### src/rtl/mem_arb_pkg.sv
// Shared types and constants for the unified-memory fetch/data arbiter.
package mem_arb_pkg;

  // Names which requester, if any, is waiting for read data this cycle.
  typedef enum logic [1:0] {
    RESP_NONE = 2'd0,
    RESP_IF   = 2'd1,
    RESP_DM   = 2'd2
  } resp_owner_e;

  localparam int          STREAK_W  = 4;
  localparam logic [31:0] BASE_ADDR = 32'h0100_0000;

endpackage

### src/rtl/imem_dmem_arbiter_if.sv
// Bundles the fetch port, data port and memory-side port of the arbiter.
interface imem_dmem_arbiter_if #(
  parameter int AWIDTH = 32,
  parameter int DWIDTH = 32
);
  // Handshake: a request is accepted in the cycle where req and gnt are both
  // high. The requester holds req and its payload until it sees gnt. Read data
  // comes back exactly one cycle after the accepting cycle, flagged by rvalid,
  // with no back-pressure on the response side.
  logic              if_req_i;
  logic [AWIDTH-1:0] if_addr_i;
  logic              if_gnt_o;
  logic              if_rvalid_o;
  logic [DWIDTH-1:0] if_rdata_o;
  logic              flush_i;

  logic              dm_req_i;
  logic              dm_we_i;
  logic [AWIDTH-1:0] dm_addr_i;
  logic [DWIDTH-1:0] dm_wdata_i;
  logic              dm_gnt_o;
  logic              dm_rvalid_o;
  logic [DWIDTH-1:0] dm_rdata_o;

  logic [AWIDTH-1:0] mem_addr_o;
  logic [DWIDTH-1:0] mem_data_o;
  logic              mem_read_en_o;
  logic              mem_write_en_o;
  logic [DWIDTH-1:0] mem_data_i;

  modport slave (
    input  if_req_i, if_addr_i, flush_i,
    input  dm_req_i, dm_we_i, dm_addr_i, dm_wdata_i,
    input  mem_data_i,
    output if_gnt_o, if_rvalid_o, if_rdata_o,
    output dm_gnt_o, dm_rvalid_o, dm_rdata_o,
    output mem_addr_o, mem_data_o, mem_read_en_o, mem_write_en_o
  );

  modport master (
    output if_req_i, if_addr_i, flush_i,
    output dm_req_i, dm_we_i, dm_addr_i, dm_wdata_i,
    output mem_data_i,
    input  if_gnt_o, if_rvalid_o, if_rdata_o,
    input  dm_gnt_o, dm_rvalid_o, dm_rdata_o,
    input  mem_addr_o, mem_data_o, mem_read_en_o, mem_write_en_o
  );
endinterface

### src/rtl/mem_arb_prio.sv
// Two-requester priority with data preferred and a bounded-starvation
// override for fetch; reusable for other two-way memory arbiters.
module mem_arb_prio
  import mem_arb_pkg::*;
#(
  parameter int STARVE_LIMIT = 3
) (
  input  logic                enable,
  input  logic                if_req,
  input  logic                dm_req,
  input  logic [STREAK_W-1:0] streak_q,
  output logic                if_gnt,
  output logic                dm_gnt,
  output logic [STREAK_W-1:0] streak_d
);

  localparam logic [STREAK_W-1:0] LIMIT = STREAK_W'(STARVE_LIMIT);

  always_comb begin
    if_gnt   = 1'b0;
    dm_gnt   = 1'b0;
    streak_d = '0;
    if (enable) begin
      if (if_req && dm_req) begin
        // Reaching LIMIT hands the next contended cycle to fetch, so the
        // counter never climbs past LIMIT.
        if (streak_q == LIMIT) begin
          if_gnt = 1'b1;
        end else begin
          dm_gnt   = 1'b1;
          streak_d = streak_q + STREAK_W'(1);
        end
      end else if (dm_req) begin
        dm_gnt = 1'b1;
      end else if (if_req) begin
        if_gnt = 1'b1;
      end
    end
  end

endmodule

### src/rtl/imem_dmem_arbiter.sv
// Arbitrates the single-port unified memory between instruction fetch and
// the load/store path, and steers each read response back to its issuer.
module imem_dmem_arbiter
  import mem_arb_pkg::*;
#(
  parameter int AWIDTH       = 32,
  parameter int DWIDTH       = 32,
  parameter int STARVE_LIMIT = 3
) (
  input  logic                clk,
  input  logic                rst,
  imem_dmem_arbiter_if.slave  bus,
  output resp_owner_e         resp_state,
  output logic [STREAK_W-1:0] streak
);

  resp_owner_e         resp_q, resp_d;
  logic [STREAK_W-1:0] streak_q, streak_d;
  logic                if_gnt, dm_gnt;

  // Gating with ~rst keeps every combinational output at zero during reset.
  mem_arb_prio #(
    .STARVE_LIMIT(STARVE_LIMIT)
  ) u_prio (
    .enable   (~rst),
    .if_req   (bus.if_req_i),
    .dm_req   (bus.dm_req_i),
    .streak_q (streak_q),
    .if_gnt   (if_gnt),
    .dm_gnt   (dm_gnt),
    .streak_d (streak_d)
  );

  always_ff @(posedge clk or posedge rst) begin
    if (rst) begin
      resp_q   <= RESP_NONE;
      streak_q <= '0;
    end else begin
      resp_q   <= resp_d;
      streak_q <= streak_d;
    end
  end

  always_comb begin
    resp_d = RESP_NONE;
    if (if_gnt) begin
      resp_d = RESP_IF;
    end else if (dm_gnt && !bus.dm_we_i) begin
      resp_d = RESP_DM;
    end
  end

  always_comb begin
    bus.if_gnt_o       = if_gnt;
    bus.dm_gnt_o       = dm_gnt;
    bus.mem_addr_o     = '0;
    bus.mem_data_o     = '0;
    bus.mem_read_en_o  = 1'b0;
    bus.mem_write_en_o = 1'b0;
    if (if_gnt) begin
      bus.mem_addr_o    = bus.if_addr_i;
      bus.mem_read_en_o = 1'b1;
    end else if (dm_gnt) begin
      bus.mem_addr_o     = bus.dm_addr_i;
      bus.mem_data_o     = bus.dm_wdata_i;
      bus.mem_read_en_o  = ~bus.dm_we_i;
      bus.mem_write_en_o = bus.dm_we_i;
    end
  end

  // A redirect discards only the fetch word arriving now; data is unaffected.
  always_comb begin
    bus.if_rvalid_o = (resp_q == RESP_IF) && !bus.flush_i;
    bus.dm_rvalid_o = (resp_q == RESP_DM);
    bus.if_rdata_o  = bus.if_rvalid_o ? bus.mem_data_i : '0;
    bus.dm_rdata_o  = bus.dm_rvalid_o ? bus.mem_data_i : '0;
  end

  assign resp_state = resp_q;
  assign streak     = streak_q;

endmodule

### src/flat_wrapper.sv
// flat-port wrapper written by rule: the top's interface ports become plain ports
module imem_dmem_arbiter_flat import mem_arb_pkg::*;
#(
  parameter int AWIDTH       = 32,
  parameter int DWIDTH       = 32,
  parameter int STARVE_LIMIT = 3
)
  (clk, rst, resp_state, streak, bus_if_req_i, bus_if_addr_i, bus_flush_i, bus_dm_req_i, bus_dm_we_i, bus_dm_addr_i, bus_dm_wdata_i, bus_mem_data_i, bus_if_gnt_o, bus_if_rvalid_o, bus_if_rdata_o, bus_dm_gnt_o, bus_dm_rvalid_o, bus_dm_rdata_o, bus_mem_addr_o, bus_mem_data_o, bus_mem_read_en_o, bus_mem_write_en_o);
  imem_dmem_arbiter_if #(.AWIDTH(AWIDTH), .DWIDTH(DWIDTH)) bus_i ();
  input  logic clk;
  input  logic rst;
  output resp_owner_e resp_state;
  output logic [STREAK_W-1:0] streak;
  input wire logic [$bits(bus_i.if_req_i)-1:0] bus_if_req_i;
  input wire logic [$bits(bus_i.if_addr_i)-1:0] bus_if_addr_i;
  input wire logic [$bits(bus_i.flush_i)-1:0] bus_flush_i;
  input wire logic [$bits(bus_i.dm_req_i)-1:0] bus_dm_req_i;
  input wire logic [$bits(bus_i.dm_we_i)-1:0] bus_dm_we_i;
  input wire logic [$bits(bus_i.dm_addr_i)-1:0] bus_dm_addr_i;
  input wire logic [$bits(bus_i.dm_wdata_i)-1:0] bus_dm_wdata_i;
  input wire logic [$bits(bus_i.mem_data_i)-1:0] bus_mem_data_i;
  output wire logic [$bits(bus_i.if_gnt_o)-1:0] bus_if_gnt_o;
  output wire logic [$bits(bus_i.if_rvalid_o)-1:0] bus_if_rvalid_o;
  output wire logic [$bits(bus_i.if_rdata_o)-1:0] bus_if_rdata_o;
  output wire logic [$bits(bus_i.dm_gnt_o)-1:0] bus_dm_gnt_o;
  output wire logic [$bits(bus_i.dm_rvalid_o)-1:0] bus_dm_rvalid_o;
  output wire logic [$bits(bus_i.dm_rdata_o)-1:0] bus_dm_rdata_o;
  output wire logic [$bits(bus_i.mem_addr_o)-1:0] bus_mem_addr_o;
  output wire logic [$bits(bus_i.mem_data_o)-1:0] bus_mem_data_o;
  output wire logic [$bits(bus_i.mem_read_en_o)-1:0] bus_mem_read_en_o;
  output wire logic [$bits(bus_i.mem_write_en_o)-1:0] bus_mem_write_en_o;
  assign bus_i.if_req_i = bus_if_req_i;
  assign bus_i.if_addr_i = bus_if_addr_i;
  assign bus_i.flush_i = bus_flush_i;
  assign bus_i.dm_req_i = bus_dm_req_i;
  assign bus_i.dm_we_i = bus_dm_we_i;
  assign bus_i.dm_addr_i = bus_dm_addr_i;
  assign bus_i.dm_wdata_i = bus_dm_wdata_i;
  assign bus_i.mem_data_i = bus_mem_data_i;
  assign bus_if_gnt_o = bus_i.if_gnt_o;
  assign bus_if_rvalid_o = bus_i.if_rvalid_o;
  assign bus_if_rdata_o = bus_i.if_rdata_o;
  assign bus_dm_gnt_o = bus_i.dm_gnt_o;
  assign bus_dm_rvalid_o = bus_i.dm_rvalid_o;
  assign bus_dm_rdata_o = bus_i.dm_rdata_o;
  assign bus_mem_addr_o = bus_i.mem_addr_o;
  assign bus_mem_data_o = bus_i.mem_data_o;
  assign bus_mem_read_en_o = bus_i.mem_read_en_o;
  assign bus_mem_write_en_o = bus_i.mem_write_en_o;
  imem_dmem_arbiter #(.AWIDTH(AWIDTH), .DWIDTH(DWIDTH), .STARVE_LIMIT(STARVE_LIMIT)) u_core (.clk(clk), .rst(rst), .bus(bus_i), .resp_state(resp_state), .streak(streak));
endmodule
### config.mk
export PLATFORM = sky130hd
export DESIGN_NAME = imem_dmem_arbiter_flat
export DESIGN_NICKNAME = d
export VERILOG_FILES = /design/src/rtl/mem_arb_pkg.sv /design/src/rtl/imem_dmem_arbiter_if.sv /design/src/rtl/mem_arb_prio.sv /design/src/rtl/imem_dmem_arbiter.sv /design/src/flat_wrapper.sv
export SDC_FILE = /design/constraint.sdc
export NUM_CORES = 1
export LEC_CHECK = 0
export CORE_AREA = 5 5 103 105
export CTS_CLUSTER_DIAMETER = 120
export DETAILED_ROUTE_END_ITERATION = 16
export DIE_AREA = 0 0 108 110
export HOLD_SLACK_MARGIN = 0.08
export PLACE_DENSITY_LB_ADDON = 0.05
export SLEW_MARGIN = 20
export SYNTH_ARGS = -nofsm -noshare
export SYNTH_HDL_FRONTEND = slang
export SYNTH_SLANG_ARGS = --single-unit
### constraint.sdc
create_clock -name clk -period 2.9 [get_ports clk]
set_clock_uncertainty 0.2 [all_clocks]
set_input_delay 0.435 -clock clk [delete_from_list [all_inputs] [get_ports clk]]
set_output_delay 0.435 -clock clk [all_outputs]
set_load 0.02 [all_outputs]
==> results_dict.tcl <==
set metrics [dict create \
    cp_slowest_stage_delay_ps 390 \
    drt_pre_antenna_iters 4 \
    peakVddDrop_v 0.0000801 \
    num-nets-final 581 \
    routed_wl_mm 9.77 \
    hold_viol_final 0 \
    synthesis.instances 173 \
    synth.yosys.seq_area_share_pct 11.5 \
    area_added_between_synthesis_and_finish_pct 226 \
    floorplan.initialDensity_pct 13.6 \
    num_antenna_cells 0 \
    cts_buffers 3 \
    clk_path_buf_depth 2 \
    clock.fmax_mhz 357 \
    boundaryPins 274 \
    cts_hold_buf 0 \
    worst_path_maximum_fanout 19 \
    postRouteAntennaNets 0 \
    hpwlAfterDp_mm 8.53 \
    yosys_register_bits 6 \
    power.density_cell_area_nw_per_um2 166 \
    die_height_microns 110 \
    critical_path.endpoint_type "output port" \
    route.detailed.drc 0 \
    worst-endpoint-required_ps 2270 \
    maxSlewHeadroom_pct 80.8 \
    grt_antenna_before_repair 0 \
    via_count 2289 \
    worstPathCellList "ha_1, nor3b_4, a211oi_4, buf_4, bufbuf_16, and2_1, dlygate4sd2_1" \
    grt_max_degree 36 \
    synthesis.area_per_instance_sq_um 7.51 \
    std_cell_rows 36 \
    fraction_of_layout_instances_using_a_drive_strength_above_1_pct 4.28 \
    worstSkewPairLatency_ps 220 \
    slew_violations 0 \
    core_area_sq_um 9550 \
    worstMarginPinSlew_ps 290 \
    cts.clk_slew.worst_paths_ps 40 \
    final_cell_mix "sky130_fd_sc_hd__clkdlybuf4s50_1 (207), sky130_fd_sc_hd__and2_1 (98), sky130_fd_sc_hd__dlygate4sd2_1 (53)" \
    total_power_mw 0.701 \
    avgViaCountPerCell 3.97 \
    final.period_utilization_pct 96.5 \
    grt_pass1_vias 2384 \
    floorplan.die_area_sq_um 11900 \
    chipWidth_microns 108 \
    hold_slack_final_ps 359 \
    run_status "completed" \
    static-leakage-power_nw 1.97 \
    timing_worst_setup_path_type "reg -> out" \
    timing.critical_path.buf_inv 3 \
    drt_first_iter_violations 45 \
    post-route-min-period_ps 2800 \
    number_of_violations_of_the_max_capacitance_limit 0 \
    report.final.setup_viol 0 \
    htree_num_levels 1 \
    slowest_stage "sky130_fd_sc_hd__dfrtp_1" \
    port_buffers 273 \
    syn-cell-area_sq_um 1300 \
    ctsRootBufferMaster "sky130_fd_sc_hd__clkbuf_8" \
    worst_path_dominant_cell_family "buffers and inverters" \
    most_frequent_standard_cell_in_the_layout_excluding_fill_and_tap_cells "sky130_fd_sc_hd__clkdlybuf4s50_1" \
    global_route.overflow_total 0 \
    ys_warn_count 0 \
    cts.sinks 6 \
    first_pass_grt_wire_length_mm 13.4 \
    unrepaired_setup_endpoints_after_global_routing "false" \
    netlist-cell-type-count 22 \
    avgRoutedWirePerCell_microns 16.9 \
    holdCritPathClass "reg -> reg" \
    worst_ep_arrival_time_ps 2160 \
    worstSetupStartpointType "flop" \
    globalplace.congestion 0.755 \
    syn_nets 308 \
    global_route.usage.total_pct 14.5 \
    clock_tree_from_tritoncts "yes" \
]
[report_power, final]
part	switching (mW)	leakage [nW]	total, mW	internal (mW)
Clock	0.0329	0.0216	0.122	0.0889
Sequential	0.00145	0.0823	0.0875	0.0860
Combinational	0.197	1.87	0.491	0.294
Total	0.232	1.97	0.701	0.469
[worst min-delay path, delay by kind of cell (launching register included)]
family	cells	cell delay, ps
flops	1	350
buf+inv	1	130
simple gates	1	40
[path summary, 6_finish.rpt]
check / from / to / slack, ps / cells past startpoint
hold / removal: u_core.streak[0] / u_core.streak[0] / 360 / 2
setup / recovery: u_core.streak[1] / bus_mem_data_o[1] / 100 / 7
max in group asynchronous: rst / u_core.resp_state[0] / 1980 / 3
min in group asynchronous: rst / u_core.streak[0] / 400 / 3
setup reg to reg: u_core.streak[1] / u_core.resp_state[1] / 1030 / 6
hold reg to reg: u_core.streak[0] / u_core.streak[0] / 360 / 2
[repair_timing]
action | CTS | global route
endpoints found under the setup margin | 65 | 12
pin swaps | 1 | 0
setup buffers | 2 | 0
resized for setup | 61 | 12
gates cloned | 1 | 0
[synth_stat cells]
| master | n | share of area (%) |
|---|---|---|
| sky130_fd_sc_hd__nor2_1 | 2 | 0.58 |
| sky130_fd_sc_hd__a22o_1 | 32 | 22 |
| sky130_fd_sc_hd__nor3b_2 | 1 | 0.96 |
| sky130_fd_sc_hd__a211oi_4 | 1 | 1.5 |
| sky130_fd_sc_hd__clkbuf_1 | 8 | 2.3 |
| sky130_fd_sc_hd__inv_1 | 4 | 1.2 |
| sky130_fd_sc_hd__nand2b_1 | 1 | 0.48 |
| sky130_fd_sc_hd__dfrtp_1 | 6 | 12 |
| sky130_fd_sc_hd__buf_2 | 2 | 0.77 |
| sky130_fd_sc_hd__a21o_1 | 1 | 0.58 |
| sky130_fd_sc_hd__nor3_1 | 1 | 0.38 |
| sky130_fd_sc_hd__o211a_1 | 1 | 0.77 |
| sky130_fd_sc_hd__and2_1 | 98 | 47 |
| sky130_fd_sc_hd__buf_6 | 6 | 5.2 |
| sky130_fd_sc_hd__ha_1 | 1 | 0.96 |
| sky130_fd_sc_hd__nand3b_1 | 1 | 0.58 |
| sky130_fd_sc_hd__a21oi_1 | 1 | 0.38 |
| sky130_fd_sc_hd__xor2_1 | 1 | 0.67 |
| sky130_fd_sc_hd__nand3_1 | 2 | 0.77 |
| sky130_fd_sc_hd__buf_4 | 1 | 0.58 |
| sky130_fd_sc_hd__nor3b_1 | 1 | 0.58 |
| sky130_fd_sc_hd__nor2b_1 | 1 | 0.48 |
[cells by family after synthesis]
kind of cell	count (synthesis)	synth area share (%)
AOI/OAI and AO/OA	36	24.8
xor gates and xnor gates	1	0.674
adders and majority gates	1	0.962
buffers and inverters	21	10.0
DFF	6	11.5
and+or+nand+nor	108	52.0
[registers in the layout (all words and copies together) (netlist names)]
signal             count
u_core.streak          4
u_core.resp_state      2
[routing by layer]
layer  vias up  GRT usage [%]  share of wire [%]
li1       1124              -                  -
met1      1004           14.5                 33
met2       155           28.7                 54
met3         6           5.65                 12
met4         0           2.16               0.97
met5         -              0                  0
[metrics by stage]
stage	setup WS [ps]	cells	instance area [sq um]	setup TNS (ps)	util, %
final	101	577	4230	0	44.3
after global placement	-81.9	571	4190	-1100	43.9
after global routing	2.93	577	4230	0	44.3
after detailed placement	-75.2	571	4190	-951	43.9
after floorplan	565	173	1300	0	-
after CTS	2.19	577	4210	0	44.1
[final cells by class]
class | instances | area [sq um]
timing repair buffer | 285 | 2830
multi-input combinational | 146 | 1030
fill | 965 | 5320
tap | 133 | 166
inverter | 4 | 15.0
sequential | 6 | 150
clock buffer | 3 | 41.3
Power figures use the tool's default switching activity.
